$ cat config.mk
export PLATFORM = sky130hd
export DESIGN_NAME = cpu_bus_arbiter
export DESIGN_NICKNAME = d
export VERILOG_FILES = /design/src/rtl/cpu_bus_arbiter_pkg.sv /design/src/rtl/cpu_bus_arbiter.sv
export SDC_FILE = /design/constraint.sdc
export NUM_CORES = 1
export LEC_CHECK = 0
export ABC_AREA = 1
export CORE_AREA = 2 2 117 119
export CTS_CLUSTER_SIZE = 25
export DETAILED_ROUTE_END_ITERATION = 8
export DIE_AREA = 0 0 119 121
export PLACE_DENSITY_LB_ADDON = 0.05
export SYNTH_ARGS = -nofsm -noshare
export SYNTH_HDL_FRONTEND = slang
export SYNTH_SLANG_ARGS = --single-unit
$ cat constraint.sdc
create_clock -name i_clock -period 1.77 [get_ports i_clock]
set_input_delay 0.354 -clock i_clock [delete_from_list [all_inputs] [get_ports i_clock]]
set_output_delay 0.354 -clock i_clock [all_outputs]
set_load 0.05 [all_outputs]
$ cat src/rtl/cpu_bus_arbiter_pkg.sv
// Shared types for the CPU external bus arbiter.
// Imported by the arbiter and its testbench.
package cpu_bus_arbiter_pkg;

  typedef enum logic [1:0] {
    IDLE,
    GRANT_A,
    GRANT_B,
    RELEASE
  } arb_state_t;

  typedef enum logic {
    PORT_A,
    PORT_B
  } arb_port_t;

  // A zero-length burst limit still needs a 1-bit counter.
  function automatic int burst_w(input int max_burst);
    return (max_burst > 0) ? $clog2(max_burst + 1) : 1;
  endfunction

endpackage

$ cat src/rtl/cpu_bus_arbiter.sv
// Two-master arbiter for the single CPU external bus.
// Port A is the data side, port B the instruction side.
module cpu_bus_arbiter
  import cpu_bus_arbiter_pkg::*;
#(
  parameter bit ROUND_ROBIN = 1'b1,
  parameter int MAX_A_BURST = 4
) (
  input  logic        i_clock,
  input  logic        i_reset,
  output logic        o_bus_rw,
  output logic        o_bus_request,
  input  logic        i_bus_ready,
  output logic [31:0] o_bus_address,
  input  logic [31:0] i_bus_rdata,
  output logic [31:0] o_bus_wdata,
  input  logic        i_pa_rw,
  input  logic        i_pa_request,
  output logic        o_pa_ready,
  input  logic [31:0] i_pa_address,
  output logic [31:0] o_pa_rdata,
  input  logic [31:0] i_pa_wdata,
  input  logic        i_pb_rw,
  input  logic        i_pb_request,
  output logic        o_pb_ready,
  input  logic [31:0] i_pb_address,
  output logic [31:0] o_pb_rdata,
  input  logic [31:0] i_pb_wdata
);

  localparam int CW = burst_w(MAX_A_BURST);
  localparam logic [CW-1:0] BMAX = CW'(MAX_A_BURST);

  arb_state_t      state;
  arb_port_t       last_grant;
  logic [CW-1:0]   burst_cnt;
  logic            burst_hit;
  logic            a_wins;

  assign burst_hit = (MAX_A_BURST != 0)
                   && (burst_cnt == BMAX);

  always_comb begin
    a_wins = 1'b0;
    if (i_pa_request && !i_pb_request) begin
      a_wins = 1'b1;
    end else if (i_pa_request && i_pb_request) begin
      if (ROUND_ROBIN)
        a_wins = (last_grant == PORT_B);
      else
        a_wins = !burst_hit;
    end
  end

  always_ff @(posedge i_clock) begin
    if (i_reset) begin
      state      <= IDLE;
      last_grant <= PORT_B;
      burst_cnt  <= '0;
    end else begin
      unique case (state)
        IDLE: begin
          if (i_pa_request || i_pb_request) begin
            if (a_wins) begin
              state <= GRANT_A;
              // Count only A grants that made B wait.
              if (!i_pb_request)
                burst_cnt <= '0;
              else if (burst_cnt != BMAX)
                burst_cnt <= burst_cnt + CW'(1);
            end else begin
              state     <= GRANT_B;
              burst_cnt <= '0;
            end
          end
        end
        GRANT_A: begin
          if (i_bus_ready) begin
            state      <= RELEASE;
            last_grant <= PORT_A;
          end else if (!i_pa_request) begin
            state <= IDLE;
          end
        end
        GRANT_B: begin
          if (i_bus_ready) begin
            state      <= RELEASE;
            last_grant <= PORT_B;
          end else if (!i_pb_request) begin
            state <= IDLE;
          end
        end
        RELEASE: state <= IDLE;
        default: state <= IDLE;
      endcase
    end
  end

  always_comb begin
    o_bus_rw      = 1'b0;
    o_bus_request = 1'b0;
    o_bus_address = '0;
    o_bus_wdata   = '0;
    o_pa_ready    = 1'b0;
    o_pa_rdata    = '0;
    o_pb_ready    = 1'b0;
    o_pb_rdata    = '0;
    unique case (state)
      GRANT_A: begin
        o_bus_rw      = i_pa_rw;
        o_bus_request = i_pa_request;
        o_bus_address = i_pa_address;
        o_bus_wdata   = i_pa_wdata;
        o_pa_ready    = i_bus_ready;
        o_pa_rdata    = i_bus_rdata;
      end
      GRANT_B: begin
        o_bus_rw      = i_pb_rw;
        o_bus_request = i_pb_request;
        o_bus_address = i_pb_address;
        o_bus_wdata   = i_pb_wdata;
        o_pb_ready    = i_bus_ready;
        o_pb_rdata    = i_bus_rdata;
      end
      default: ;
    endcase
  end

endmodule

==> flow_summary.ini, run 1 <==
[floorplan]
initial_core_util_pct = 13.5
die_h_microns = 121
num_rows = 42
die-area_sq_um = 14400
core-area_sq_um = 13100
io_pins = 299
die_w_microns = 119

[cts]
cts_max_level = 1
clk_pin_slew_ns = 0.03
root_buffer = clkbuf_16
numCtsBuffers = 3
cts_tree = yes
insertion_delay_ns = 0.23
clock-sinks = 3
cts_buffer_depth = 2
hold_buffers = 0

[final_layout]
fin_cells = 897
utilization_pct = 57.2
multi_input_area_sq_um = 2100
antenna_cells = 0
regArea_sq_um = 62.6
drive_gt1_share_pct = 50.1
syn_to_final_growth_pct = 323
final_nets = 895
fillCellCount = 1145

[routing]
drt-vias-per-instance = 4.08
dr.pass1.iters = 4
final_antenna_net_count = 0
drcViolationCount = 0
drtIter0Drc = 60
vias = 3661
wl_per_cell_microns = 15.5
wl_mm = 13.9

[critical_path]
worst-setup-path-type = reg -> out
critical_path_arrival_ns = 1.60
end_kind = primary output
cp-start-kind = flip-flop
worstPathRequired_ns = 1.42
crit_fanout = 27

[sta]
slew_headroom_pct = 84.5
fin_ws_ns = -0.182
hold_viol = 0
tightest_slew_ns = 0.232
clock_skew_ns = 0.00166
rsz0062_at_grt = true
fmax_mhz = 512
report.final.slew_viol_count = 0
min_period_over_period_pct = 110
setup_viol = 112
fin_crit_ns = 1.95

[min_path]
worst_hold_path_type = reg -> reg

[logic_synthesis]
syn_avg_cell_area_sq_um = 4.41
synthCells = 401
yosysWarnings = 0
netlist.area_leader.share_pct = 45.9
seq_area_frac_synth_pct = 3.40
synth_nets = 574
yosys.area.top_type = nand2_1
ys_ff_latch = 3
synth_cell_types = 12
synth.top_cells.by_area = nand2_1 (46%), a21oi_1 (19%), inv_1 (15%), buf_2 (5.1%), ha_1 (4.2%)
syn_area_sq_um = 1770

[global_route]
overflow = 0
grt_pass1_wl_mm = 19.7
antenna_found_initial = 0
grt_pass1_vias = 3545
grtUsageTotal_pct = 17.1
grt_max_degree = 28

[run_status]
violations = setup timing
outcome = finished with violations

[placement]
dp_hpwl_mm = 11.1
place_inst = 875
gp_congestion = 0.798
portBuffers = 298

[power]
p_leak_nw = 3.14
powerDensity_nw_per_um2 = 1020
peakVddDrop_v = 0.000481

[job]
drv_cap = 0
## area by class of cell
| type | instances | area share [%] |
|---|---|---|
| repair buffers | 345 | 63.2 |
| multi-input cells | 297 | 28.1 |
| inverters | 72 | 3.91 |
| well taps | 176 | 2.94 |
| clock buffers | 4 | 1.05 |
| flip-flops and latches | 3 | 0.836 |
## flip-flops by register name, indices dropped and copies added (netlist names)
register    cells
last_grant      1
state           2
## metal layers
layer	part of all wire, %	vias up	wire length [microns]	global-route usage, %
met5	0	-	0	0
met4	1.1	0	147	3.20
met3	7.5	10	1040	4.23
met2	56	161	7760	34.2
met1	36	1667	4970	18.1
li1	-	1823	-	-
## final timing paths
| check | end | cells after the start | slack (ns) | start |
|---|---|---|---|---|
| max reg2reg | state[0] | 11 | 0.18 | state[1] |
| min reg2reg | last_grant | 2 | 0.46 | last_grant |
| max | o_bus_wdata[21] | 7 | -0.18 | state[1] |
| min | last_grant | 2 | 0.46 | last_grant |
## cell families (layout without fill, tap and decap cells)
logic type / after synthesis / count (layout) / share of synthesized area (%)
compound gates: 68 / 68 / 19.2
fa+ha+maj: 6 / 6 / 4.25
buf+inv: 101 / 421 / 25.7
flops: 3 / 3 / 3.40
simple gates: 223 / 223 / 47.4
## per-stage QoR
step / total power, mW / hold slack (ns) / setup WS (ns) / setup TNS [ns] / instance area (sq um)
5_1_grt: 7.98 / 0.482 / -0.241 / -19.26 / 7480
4_1_cts: 7.12 / 0.462 / -0.162 / -13.05 / 7020
3_3_place_gp: 6.30 / 0.451 / 0.0324 / 0 / 6590
3_5_place_dp: 6.34 / 0.454 / 0.0156 / 0 / 6590
2_1_floorplan: 3.45 / 0.433 / -0.265 / -9.39 / 2330
6_report: 7.67 / 0.461 / -0.182 / -11.80 / 7480
## where the power goes
group	internal (mW)	leakage (nW)	total [mW]	switching [mW]
Combinational	3.24	3.08	7.21	3.97
Sequential	0.0859	0.0254	0.0977	0.0118
Clock	0.298	0.0382	0.362	0.0648
## synthesized netlist by cell type
| master | number |
|---|---|
| nand2_1 | 216 |
| o21ai_0 | 1 |
| ha_1 | 6 |
| buf_2 | 18 |
| inv_1 | 72 |
| clkbuf_1 | 2 |
| buf_6 | 5 |
| a21oi_1 | 67 |
| nand3_1 | 1 |
| buf_4 | 4 |
| dfxtp_1 | 3 |
| nor2_1 | 6 |
## critical path, cell delays in order, from the launching register on
cell and delay (ns):
dfxtp_2 0.31, inv_2 0.07, buf_6 0.10, ha_4 0.22, buf_12 0.19, nand2_1 0.11, a21oi_4 0.17, buf_6 0.17
## cell usage in the layout (no fill, tap or decap)
cell type          n
ha_4               4
buf_16             3
inv_4              7
buf_12           107
inv_1             10
dfxtp_1            1
nand2_4           17
a21oi_2           19
a21oi_1            1
buf_4             12
clkdlybuf4s50_1  166
buf_6             42
nand2_1          171
nand3_1            1
dfxtp_2            2
buf_8             10
clkbuf_16          8
nand2_2           28
clkbuf_1           1
inv_6              1
a21oi_4           47
ha_1               2
nor2_1             6
o21ai_0            1
inv_2             54
## repair_timing
item	4_1_cts	5_1_grt
setup buffers	4	6
pin swaps	17	26
resized for setup	72	139
cloned	2	6
endpoints found under the setup margin	132	132
hold endpoints to repair	0	0
Power figures use the tool's default switching activity.
==> inputs of run 2 (changes only) <==
--- a/config.mk
+++ b/config.mk
@@ -6,10 +6,12 @@
 export NUM_CORES = 1
 export LEC_CHECK = 0
 export ABC_AREA = 1
+export ABC_CLOCK_PERIOD_IN_PS = 1770
 export CORE_AREA = 2 2 117 119
 export CTS_CLUSTER_SIZE = 25
 export DETAILED_ROUTE_END_ITERATION = 8
 export DIE_AREA = 0 0 119 121
+export DONT_BUFFER_PORTS = 1
 export PLACE_DENSITY_LB_ADDON = 0.05
 export SYNTH_ARGS = -nofsm -noshare
 export SYNTH_HDL_FRONTEND = slang
==> run 2 against run 1 <==
  * The flow still finishes with violations (setup timing)
  * Die area did not move
  * Clock skew fell by 0.00052 ns
  * Register-to-register slack about the same
  * Non-clock buffer count is 159 lower
  * Worst hold slack worse by 0.24 ns
  * Global-route usage shrank 0.096 points
  * Sequential cell count unchanged
  * Worst setup slack better by 0.025 ns
  * Maximum frequency increased by 1.3%
==> flow_summary.ini, run 2 (synthesis gave the netlist of run 1 again) <==
[run_status]
outcome = finished with violations
violations = setup timing

[final_layout]
syn_to_final_growth_pct = 288
largest_reg_flops = 2
multi_input_area_sq_um = 2520
final_cell_mix = buf_12 (140), nand2_1 (102), nand2_4 (61), nand2_2 (53)
top_regs = state x2, last_grant x1
regArea_sq_um = 65.1
final_nets = 736
final_common_cell = buf_12
drive_gt1_share_pct = 77.8
fillCellCount = 1166
fin_cells = 738
antenna_cells = 0
largest-register = state
utilization_pct = 52.4

[sta]
fmax_mhz = 519
timing.hold.ws_ns = 0.222
fin_crit_ns = 1.93
report.final.slew_viol_count = 0
fin_ws_ns = -0.158
setup_viol = 120
slew_headroom_pct = 89.6
tightest_slew_ns = 0.154
clock_skew_ns = 0.00114
hold_viol = 0
min_period_over_period_pct = 109
rsz0062_at_grt = true

[routing]
wl_mm = 15.1
drcViolationCount = 0
dr.pass1.iters = 4
final_antenna_net_count = 0
drtIter0Drc = 101
drt-vias-per-instance = 4.39
vias = 3241
wl_per_cell_microns = 20.5

[power]
powerDensity_nw_per_um2 = 1220
p_comb_share_pct = 94.3
power.total_mw = 8.36
peakVddDrop_v = 0.000738
clkPwrFrac_pct = 4.4
p_sw_mw = 4.43
seqPwrFrac_pct = 1.2
p_leak_nw = 3.05
p_int_mw = 3.93
switching_share_pct = 52.9

[global_route]
use_met3_pct = 2.73
met2_usage_pct = 34.4
grt_pass1_vias = 2998
grt_most_used_layer = met2
grt_pass1_wl_mm = 18.8
grt_max_degree = 26
overflow = 0
met1_usage_pct = 18.6
antenna_found_initial = 0
grtUsageTotal_pct = 17.0

[critical_path]
cp-start-kind = flip-flop
crit_fanout = 7
critical_path_arrival_ns = 1.57
worstPathCellList = buf_6, ha_4, buf_12, clkbuf_16, nand2_2, a21oi_4, buf_12
end_kind = primary output
cp-startpoint = state[1]
worstPathRequired_ns = 1.42
regToRegStartpoint = state[1]
cpLargestDelayFamily = buffers and inverters
crit_buf_inv = 4
path_common_cell = buf_12
slowest_stage = dfxtp_2
worst-setup-path-type = reg -> out
critPathMaxStageDelay_ns = 0.34

[cts]
numCtsBuffers = 3
insertion_delay_ns = 0.23
cts_tree = yes
root_buffer = clkbuf_16
cts_max_level = 1
clk_pin_slew_ns = 0.03
hold_buffers = 0
cts_buffer_depth = 2
clock-sinks = 3

[min_path]
hp-start = i_reset
worst_hold_path_type = in -> reg

[floorplan]
io_pins = 299
die_h_microns = 121
initial_core_util_pct = 13.5
die-area_sq_um = 14400
num_rows = 42
core-area_sq_um = 13100
die_w_microns = 119

[placement]
gp_congestion = 0.757
post-place-ws_ns = 0.0258
portBuffers = 0
place_inst = 699
dp_hpwl_mm = 9.94

[job]
drv_cap = 0
-- run 2: metal layers --
metal / share of wire [%] / vias to the layer above
met1: 36 / 1550
li1: - / 1512
met4: 1.8 / 0
met3: 6.9 / 16
met2: 55 / 163
met5: 0 / -
-- run 2: cell type report --
cell class	instances	area share, %
inverters	72	4.45
repair buffers	186	53.4
clock buffers	4	1.15
flip-flops and latches	3	0.949
multi-input cells	297	36.8
well taps	176	3.21
-- run 2: path summary, 6_finish.rpt --
path / cells past startpoint / slack [ns] / to
worst min register to register: 2 / 0.46 / last_grant
worst max register to register: 12 / 0.19 / state[0]
worst max-delay path: 7 / -0.16 / o_bus_address[13]
worst min-delay path: 2 / 0.22 / last_grant
-- run 2: what timing repair did --
| item | CTS | global route |
|---|---|---|
| cloned | 11 | 14 |
| gates resized for setup | 90 | 208 |
| endpoints found under the setup margin | 116 | 132 |
| setup buffers | 10 | 3 |
| pin swaps | 17 | 58 |
-- run 2: metrics by stage --
stage | TNS [ns] | instance area [sq um]
finish | -13.67 | 6850
CTS | -14.72 | 5920
global placement | 0 | 5210
global route | -18.44 | 6850
detailed placement | 0 | 5210
floorplan | -9.39 | 2330
-- run 2: power groups by stage --
stage               Sequential (mW)  Combinational [mW]  Clock, mW
floorplan                    0.0927                3.35          0
global placement             0.0925                5.98          0
detailed placement           0.0930                6.01          0
CTS                          0.0979                7.04      0.372
global route                  0.106                8.19      0.373
finish                        0.104                7.89      0.369
